<file path="src/rtl/control_unit_pipe.sv">
// RV32I subset main decoder as a one-deep pipeline stage with a valid/ready
// handshake. The decoded control bundle is registered, so every output except
// in_ready comes straight from a flop.
module control_unit_pipe #(
   parameter int ALUCTRL_W = 4,
   parameter int CNT_W     = 8
) (
   input  logic                 clk,
   input  logic                 rst_n,
   input  logic                 in_valid,
   output logic                 in_ready,
   input  logic [6:0]           op,
   input  logic [2:0]           funct3,
   input  logic                 funct7b5,
   input  logic                 flush,
   output logic                 out_valid,
   input  logic                 out_ready,
   output logic                 RegWrite,
   output logic                 MemWrite,
   output logic                 Jump,
   output logic                 Branch,
   output logic                 ALUSrc,
   output logic [1:0]           ResultSrc,
   output logic [2:0]           ImmSrc,
   output logic [2:0]           BranchCond,
   output logic [ALUCTRL_W-1:0] ALUControl,
   output logic                 illegal,
   output logic [CNT_W-1:0]     illegal_cnt
);

   // Opcodes
   localparam logic [6:0] OP_R      = 7'b0110011;
   localparam logic [6:0] OP_I      = 7'b0010011;
   localparam logic [6:0] OP_LOAD   = 7'b0000011;
   localparam logic [6:0] OP_STORE  = 7'b0100011;
   localparam logic [6:0] OP_BRANCH = 7'b1100011;
   localparam logic [6:0] OP_JAL    = 7'b1101111;
   localparam logic [6:0] OP_JALR   = 7'b1100111;
   localparam logic [6:0] OP_LUI    = 7'b0110111;

   // ALU operation codes
   localparam logic [3:0] ALU_ADD   = 4'd0;
   localparam logic [3:0] ALU_SUB   = 4'd1;
   localparam logic [3:0] ALU_AND   = 4'd2;
   localparam logic [3:0] ALU_OR    = 4'd3;
   localparam logic [3:0] ALU_XOR   = 4'd4;
   localparam logic [3:0] ALU_SLT   = 4'd5;
   localparam logic [3:0] ALU_SLTU  = 4'd6;
   localparam logic [3:0] ALU_SLL   = 4'd7;
   localparam logic [3:0] ALU_SRL   = 4'd8;
   localparam logic [3:0] ALU_SRA   = 4'd9;
   localparam logic [3:0] ALU_PASSB = 4'd10;

   // Immediate formats
   localparam logic [2:0] IMM_I = 3'b000;
   localparam logic [2:0] IMM_S = 3'b001;
   localparam logic [2:0] IMM_B = 3'b010;
   localparam logic [2:0] IMM_J = 3'b011;
   localparam logic [2:0] IMM_U = 3'b100;

   typedef struct packed {
      logic       reg_write;
      logic       mem_write;
      logic       jump;
      logic       branch;
      logic       alu_src;
      logic [1:0] result_src;
      logic [2:0] imm_src;
      logic [2:0] branch_cond;
      logic [3:0] alu_ctrl;
      logic       illegal;
   } ctrl_t;

   // Shared R/I arithmetic mapping; alt selects sub (000) or sra (101).
   function automatic logic [3:0] alu_map(input logic [2:0] f3, input logic alt);
      logic [3:0] code;
      case (f3)
         3'b000:  code = alt ? ALU_SUB : ALU_ADD;
         3'b001:  code = ALU_SLL;
         3'b010:  code = ALU_SLT;
         3'b011:  code = ALU_SLTU;
         3'b100:  code = ALU_XOR;
         3'b101:  code = alt ? ALU_SRA : ALU_SRL;
         3'b110:  code = ALU_OR;
         default: code = ALU_AND;
      endcase
      return code;
   endfunction

   ctrl_t            dec;
   logic             dec_legal;
   ctrl_t            ctrl_d, ctrl_q;
   logic             valid_d, valid_q;
   logic [CNT_W-1:0] cnt_d, cnt_q;
   logic             accept;

   // Combinational decode of the incoming instruction fields
   always_comb begin
      dec       = '0;
      dec_legal = 1'b1;
      case (op)
         OP_R: begin
            dec.reg_write = 1'b1;
            dec.alu_ctrl  = alu_map(funct3, funct7b5);
            if (funct7b5 && funct3 != 3'b000 && funct3 != 3'b101) dec_legal = 1'b0;
         end
         OP_I: begin
            dec.reg_write = 1'b1;
            dec.alu_src   = 1'b1;
            dec.imm_src   = IMM_I;
            dec.alu_ctrl  = alu_map(funct3, funct7b5 && (funct3 == 3'b101));
            if (funct7b5 && funct3 == 3'b001) dec_legal = 1'b0;
         end
         OP_LOAD: begin
            dec.reg_write  = 1'b1;
            dec.alu_src    = 1'b1;
            dec.result_src = 2'b01;
            dec.imm_src    = IMM_I;
            dec.alu_ctrl   = ALU_ADD;
            if (funct3 != 3'b010) dec_legal = 1'b0;
         end
         OP_STORE: begin
            dec.mem_write = 1'b1;
            dec.alu_src   = 1'b1;
            dec.imm_src   = IMM_S;
            dec.alu_ctrl  = ALU_ADD;
            if (funct3 != 3'b010) dec_legal = 1'b0;
         end
         OP_BRANCH: begin
            dec.branch      = 1'b1;
            dec.imm_src     = IMM_B;
            dec.branch_cond = funct3;
            dec.alu_ctrl    = funct3[2] && funct3[1] ? ALU_SLTU : ALU_SUB;
            if (funct3 == 3'b010 || funct3 == 3'b011) dec_legal = 1'b0;
         end
         OP_JAL: begin
            dec.jump       = 1'b1;
            dec.reg_write  = 1'b1;
            dec.result_src = 2'b10;
            dec.imm_src    = IMM_J;
         end
         OP_JALR: begin
            dec.jump       = 1'b1;
            dec.reg_write  = 1'b1;
            dec.result_src = 2'b10;
            dec.alu_src    = 1'b1;
            dec.imm_src    = IMM_I;
            dec.alu_ctrl   = ALU_ADD;
            if (funct3 != 3'b000) dec_legal = 1'b0;
         end
         OP_LUI: begin
            dec.reg_write = 1'b1;
            dec.alu_src   = 1'b1;
            dec.imm_src   = IMM_U;
            dec.alu_ctrl  = ALU_PASSB;
         end
         default: dec_legal = 1'b0;
      endcase
      // An unsupported instruction carries only the illegal flag.
      if (!dec_legal) begin
         dec         = '0;
         dec.illegal = 1'b1;
      end
   end

   assign in_ready = !valid_q || out_ready;
   assign accept   = in_valid && in_ready && !flush;

   // Next-state selection: flush beats accept, accept beats drain, else hold
   always_comb begin
      valid_d = valid_q;
      ctrl_d  = ctrl_q;
      cnt_d   = cnt_q;
      if (flush) begin
         valid_d = 1'b0;
         ctrl_d  = '0;
      end else if (accept) begin
         valid_d = 1'b1;
         ctrl_d  = dec;
         if (dec.illegal && cnt_q != {CNT_W{1'b1}}) cnt_d = cnt_q + CNT_W'(1);
      end else if (valid_q && out_ready) begin
         valid_d = 1'b0;
         ctrl_d  = '0;
      end
   end

   // Pipeline register and illegal counter
   always_ff @(posedge clk or negedge rst_n) begin
      if (!rst_n) begin
         valid_q <= 1'b0;
         ctrl_q  <= '0;
         cnt_q   <= '0;
      end else begin
         valid_q <= valid_d;
         ctrl_q  <= ctrl_d;
         cnt_q   <= cnt_d;
      end
   end

   assign out_valid   = valid_q;
   assign RegWrite    = ctrl_q.reg_write;
   assign MemWrite    = ctrl_q.mem_write;
   assign Jump        = ctrl_q.jump;
   assign Branch      = ctrl_q.branch;
   assign ALUSrc      = ctrl_q.alu_src;
   assign ResultSrc   = ctrl_q.result_src;
   assign ImmSrc      = ctrl_q.imm_src;
   assign BranchCond  = ctrl_q.branch_cond;
   assign ALUControl  = ALUCTRL_W'(ctrl_q.alu_ctrl);
   assign illegal     = ctrl_q.illegal;
   assign illegal_cnt = cnt_q;

endmodule
</file>
<file path="config.mk">
export PLATFORM = sky130hd
export DESIGN_NAME = control_unit_pipe
export DESIGN_NICKNAME = d
export VERILOG_FILES = /design/src/rtl/control_unit_pipe.sv
export SDC_FILE = /design/constraint.sdc
export NUM_CORES = 1
export LEC_CHECK = 0
export ABC_CLOCK_PERIOD_IN_PS = 3700
export BUFFER_PORTS_ARGS = -buffer_cell sky130_fd_sc_hd__buf_4
export CORE_MARGIN = 2
export CORE_UTILIZATION = 57
export CTS_BUF_LIST = sky130_fd_sc_hd__clkbuf_4 sky130_fd_sc_hd__clkbuf_8
export DETAILED_ROUTE_END_ITERATION = 7
export PLACE_DENSITY = 0.89
export SKIP_LAST_GASP = 1
export SLEW_MARGIN = 20
export SYNTH_ARGS = -nofsm -noshare
export SYNTH_HDL_FRONTEND = slang
export SYNTH_SLANG_ARGS = --single-unit
</file>
<file path="constraint.sdc">
create_clock -name clk -period 3.7 [get_ports clk]
set_input_delay 0.74 -clock clk [delete_from_list [all_inputs] [get_ports clk]]
set_output_delay 0.74 -clock clk [all_outputs]
set_load 0.02 [all_outputs]
</file>
=== Yosys cells after proc, flatten, opt, wreduce, memory -nomap -nowiden ===
Index checks and enable logic that the tools add are counted.

* Reduce and logical (&&, ||, !) cells: 22
* Bitwise logic cells: 1
* Mux-type cells: 29
* Add/sub/neg operators: 1
* Equal/unequal tests: 17

{| class="wikitable"
|+ Operator list
! operator !! number
|-
| 18-bit 2-to-1 mux || 4
|-
| 4-bit case mux with 7 select lines || 2
|-
| 7-bit by 6-bit == test with 1-bit output, second input constant || 3
|-
| 7-bit == test, second input constant || 3
|-
| 1-bit 2-to-1 mux || 17
|-
| 4-bit case mux with 4 select lines || 1
|-
| 3-bit case mux with 4 select lines || 1
|-
| 3-bit == test, second input constant || 3
|-
| 1-bit logical AND || 9
|-
| 8-bit by 1-bit adder with 8-bit output, second input constant || 1
|-
| 8-bit != test, second input constant || 1
|-
| 7-bit by 2-bit == test with 1-bit output, second input constant || 1
|-
| 7-bit by 5-bit == test with 1-bit output, second input constant || 1
|-
| 3-bit by 2-bit == test with 1-bit output, second input constant || 2
|-
| 3-bit 2-to-1 mux || 2
|-
| 1-bit case mux with 6 select lines || 1
|-
| 3-bit nonzero test || 2
|-
| 2-bit OR reduction || 3
|-
| 6-bit OR reduction || 1
|-
| 5-bit OR reduction || 1
|-
| 2-bit case mux with 2 select lines || 1
|-
| 3-bit by 1-bit == test with 1-bit output, second input constant || 1
|-
| 3-bit logical NOT || 1
|-
| 3-bit by 2-bit != test with 1-bit output, second input constant || 1
|-
| 5 further kinds || 7
|}

* Input bits: 16
* Output and inout bits: 28
* Register bits after elaboration: 27

=== Longest topological paths before layout ===
* Word-level depth: 8
* Depth in mapped cells: 7
* Mapped depth without buffers: 7

=== Worst setup path before layout ===
Ideal clock, no wire load.

* Path kind: input port to flip-flop
* Start point: input port op[6]
* End point: register cnt_q[1] (netlist: illegal_cnt[1])
* Data arrival time: 2.126 ns
* Stages: 6
* Slack: 1.449 ns
* Setup time: 0.125 ns
* Cell sequence: buf_6 > nand2b_4 > or3_4 > a211o_1 > nand4_2 > mux2_2

* Word-level cells in the longest chain between the ends: 6
* Elaborated cells between the ends (all ways): 14
* Those cells by class: 8 x eq/ne; 2 x mux; 4 x reduce/logical

{| class="wikitable"
|+ RTL lines
! element !! line !! text
|-
| start, declared || 12 || <nowiki>input logic [6:0] op,</nowiki>
|-
| 7-bit by 6-bit == test with 1-bit output (tied with other cells) || 101 || <nowiki>case (op)</nowiki>
|-
| 2-bit OR reduction (no line) || - ||
|-
| 1-bit case mux with 6 select lines (*) || 101 ||
|-
| 18-bit 2-to-1 mux (*) || 160 || <nowiki>if (!dec_legal) begin</nowiki>
|-
| 1-bit logical AND (*) || 180 || <nowiki>if (dec.illegal && cnt_q != {CNT_W{1'b1}}) cnt_d = cnt_q + CNT_W'(1);</nowiki>
|-
| 3-bit AND reduction (no line) (*) || - ||
|-
| end signal, assigned || 196 || <nowiki>cnt_q <= cnt_d;</nowiki>
|-
| end, declared || 94 || <nowiki>logic [CNT_W-1:0] cnt_d, cnt_q;</nowiki>
|}

Every way passes the cells marked *; elsewhere a longest branch is shown, timed or not.
A chain may end at the register's enable or synchronous reset.

=== Final worst setup path ===
* Start point: input port op[3]
* End point: register ctrl_q, in the netlist BranchCond[1]

* Word-level cells in the longest chain between the ends: 6
* Elaborated cells between the ends (all ways): 15
* Those cells by class: 8 x eq/ne; 5 x mux; 2 x reduce/logical

{| class="wikitable"
|+ RTL lines
! element !! line !! text
|-
| 7-bit by 6-bit == test with 1-bit output (tied with other cells) || 101 ||
|-
| 2-bit OR reduction (no line) || - ||
|-
| 1-bit case mux with 6 select lines || 101 ||
|-
| 18-bit 2-to-1 mux (*) || 160 ||
|-
| 18-bit 2-to-1 mux (*) || 177 || <nowiki>end else if (accept) begin</nowiki>
|-
| 18-bit 2-to-1 mux (*) || 174 || <nowiki>if (flush) begin</nowiki>
|-
| end signal, assigned || 195 || <nowiki>ctrl_q <= ctrl_d;</nowiki>
|-
| end, declared || 92 || <nowiki>ctrl_t ctrl_d, ctrl_q;</nowiki>
|}

Marks and branches as above.

==> metrics.md <==
| Metric | Value |
|---|---|
| CTS max path bufs | 2 |
| Worst min path class | input port to asynchronous set/reset pin |
| Post-synth top flop | dfrtp_1 |
| Routed len/inst | 15.8 um |
| Buf/Inv on CP | 1 |
| Clk slew on worst S/H paths | approximately 140 ps |
| Ordered list of cells on the worst path | buf_4 -> nand3b_4 -> or3_4 -> a211o_1 -> a31oi_4 -> and3_4 -> a22o_1 |
| Initial core utilization | 60.6% |
| Startpoint Class | input port |
| Post-CTS sizing | 0 |
| Post-synth cell types | 46 |
| Synth Register Bits | 26 |
| Worst Tran Pin Value | ~550 ps |
| Worst setup EP type | flip-flop |
| Crit Path Class | input port to flip-flop |
| Row count | 18 |
| RSZ-0062 raised after global routing | false |
| Largest net degree at the start of global routing | 27 |
| Fin crit share | a little under three fifths |
| Die Span Y | 55.3 um |
| Worst R2R Path Depth | 7 |
| DP Cell Count | ~220 |
| Area Growth Syn to Fin | 24.3% |
| CTS buffer count | 3 |
| GRT Overall Usage | between 20% and 30% |
| Net Count, Synth | 170 |
| Max Cap Violations | 0 |
| Worst path required time | ~4000 ps |
| YS warnings | 0 |
| Mean Syn Cell Area | between 9 and 10 sq um |
| Post-synth EDFFs | 0 |
| Commonest non-fill, non-tap cells in the layout | 44 x buf_4, 26 x dfrtp_1, 18 x nand2_1, 15 x nor2_1, 10 x a22o_1 |
| Die X | approximately 55 um |
| Final slew viol count | 0 |
| Worst-skew pair later-pin latency | between 300 and 400 ps |
| I/O Pins | 44 |
| ANT cells | 0 |
| Final #Nets | 210 |
| Slew headroom | 63.2% |
| Ys async rst share | between 90% and 100% |
| Max FO, Critical Path | 7 |
| DRT iter0 DRCs | 64 |
| Clk sink count | 26 |
| Routed Antenna Nets | 0 |
| Number of vias in the routed layout | about 1300 |
| CTS tree | done |
| Vias in the first global route | between 1000 and 1500 |
| Vias per cell | approximately 6.0 |
| Final cell count without fillers | 222 |
| Worst path max stage delay | about 400 ps |
| Pwr per Cell Area | approximately 420 nW/um^2 |
| Global-route wire length before repair | roughly 5800 um |
| Initial antenna violation count | 0 |
| Status | finished, final reports clean |
| Most common cell after layout, fill and taps aside | buf_4 |
| TritonRoute pass-1 iters | 4 |
| DP Worst Slack | 1250 ps |
| Final Hold Fails | 0 |
| RD Place Congestion | around 0.86 |
| Worst Clk Skew | a little under 4 ps |
| Leak pwr | 0.916 nW |
| Worst setup slack after layout | between 1500 and 2000 ps |
| Clock Tree Root | clkbuf_4 |
| Die area | approximately 3100 sq um |
| Data arrival time of the worst path | 2400 ps |
| Slowest-stage cell, CP | or3_4 |
| Mapped cell area | roughly 1500 sq um |
| Max H-tree Level | 1 |
| Placed Instance Area | between 1500 and 2000 sq um |
| Remaining global-route overflow | 0 |
| Final WL | around 3500 um |
| Min cycle time layout | between 2000 and 2500 ps |
| VDD IR max | about 470 uV |
| CP delay by family, top | simple AND/OR/NAND/NOR gates |
| Design area | around 1900 sq um |
| Core ar. | 2480 sq um |
| Share of cells above drive strength 1 | about a third |
| # DRC | 0 |
| IO buf count | 43 |
| Hold_buf cts | 0 |
| Mapped Cells | approximately 150 |
| Setup TNS | 0 ps |
| Cell count along the critical path | 7 |
| Final Setup Violations | 0 |
| Max Freq | 0.470 GHz |
| Post-synthesis sequential area ratio | between 40% and 50% |
| Hpwl dp | about 2500 um |
| Setup Buffers After CTS | 0 |
| Number of fill cells | 173 |
power by group:
part / total, mW / switching (mW) / internal, mW
clock: 0.194 / 0.0842 / 0.109
sequential: 0.366 / 0.0462 / 0.320
combinational: 0.233 / 0.132 / 0.101
total: 0.792 / 0.262 / 0.530
state kept, by name, summed over array words and instances, names as in the netlist:
register	count
ImmSrc	3
ALUSrc	1
out_valid	1
MemWrite	1
Branch	1
ALUControl	4
ResultSrc	2
illegal_cnt	8
illegal	1
BranchCond	3
RegWrite	1
kinds of logic after synthesis:
group | count (synthesis) | synth area share, %
buf+inv | 14 | 5.00
mux | 1 | 0.751
flops | 26 | 43.4
fa+ha+maj | 1 | 0.834
simple gates | 64 | 24.5
compound gates | 39 | 20.9
xor+xnor | 8 | 4.67
per-layer routing:
metal	GRT usage, %	share of wire (%)	routed length, um	vias up
met4	10.8	2.6	90	0
li1	-	-	-	625
met2	39.1	49	1730	64
met1	31.3	40	1390	624
met5	0	0	0	-
met3	2.81	8.2	288	12
synthesized netlist by cell type (2+ instances only):
cell      number  area share (%)
nand2b_1       2            0.83
and3_4         2             1.5
nand2_1       18             4.5
xor2_1         7             4.1
buf_2          3             1.0
inv_1          5             1.3
nor2_1        15             3.8
clkbuf_1       3            0.75
dfrtp_1       26              43
or2_2          2            0.83
a32o_1         4             2.7
a22o_1        10             5.8
a31oi_1        2            0.83
a21oi_1        6             2.0
nor3_1         4             1.3
nor3b_1        2             1.0
or3_4          2             1.5
o22ai_1        2            0.83
o21ai_0        4             1.3
nand3_1        5             1.7
nor2b_1        2            0.83
o31ai_1        2             1.0
buf_6          2             1.5
final cells by class:
class	instances	area (sq um)	share of cell area, %
multi-input combinational	113	774	41.5
clock inverter	1	30.0	1.61
tap	30	37.5	2.01
sequential	26	651	34.9
clock buffer	3	22.5	1.21
timing repair buffer	44	330	17.7
inverter	5	18.8	1.01
stage by stage:
step	hold WS (ps)	util, %	power (mW)
after floorplan	444	-	0.498
after global placement	462	73.1	0.590
after detailed placement	473	73.1	0.604
after CTS	297	75.3	0.797
after global routing	299	75.3	0.834
final	288	75.3	0.792
path summary, 6_finish.rpt:
| path | start | to | slack (ps) |
|---|---|---|---|
| max in group asynchronous | rst_n | illegal_cnt[4] | 3170 |
| min in group clk | ALUControl[1] | ALUControl[1] | 500 |
| min reg2reg | ALUControl[1] | ALUControl[1] | 500 |
| max reg2reg | out_valid | illegal_cnt[7] | 1820 |
| min | rst_n | ResultSrc[0] | 290 |
| max | op[3] | BranchCond[1] | 1570 |
Note: power is estimated with default switching activity, not from simulation.
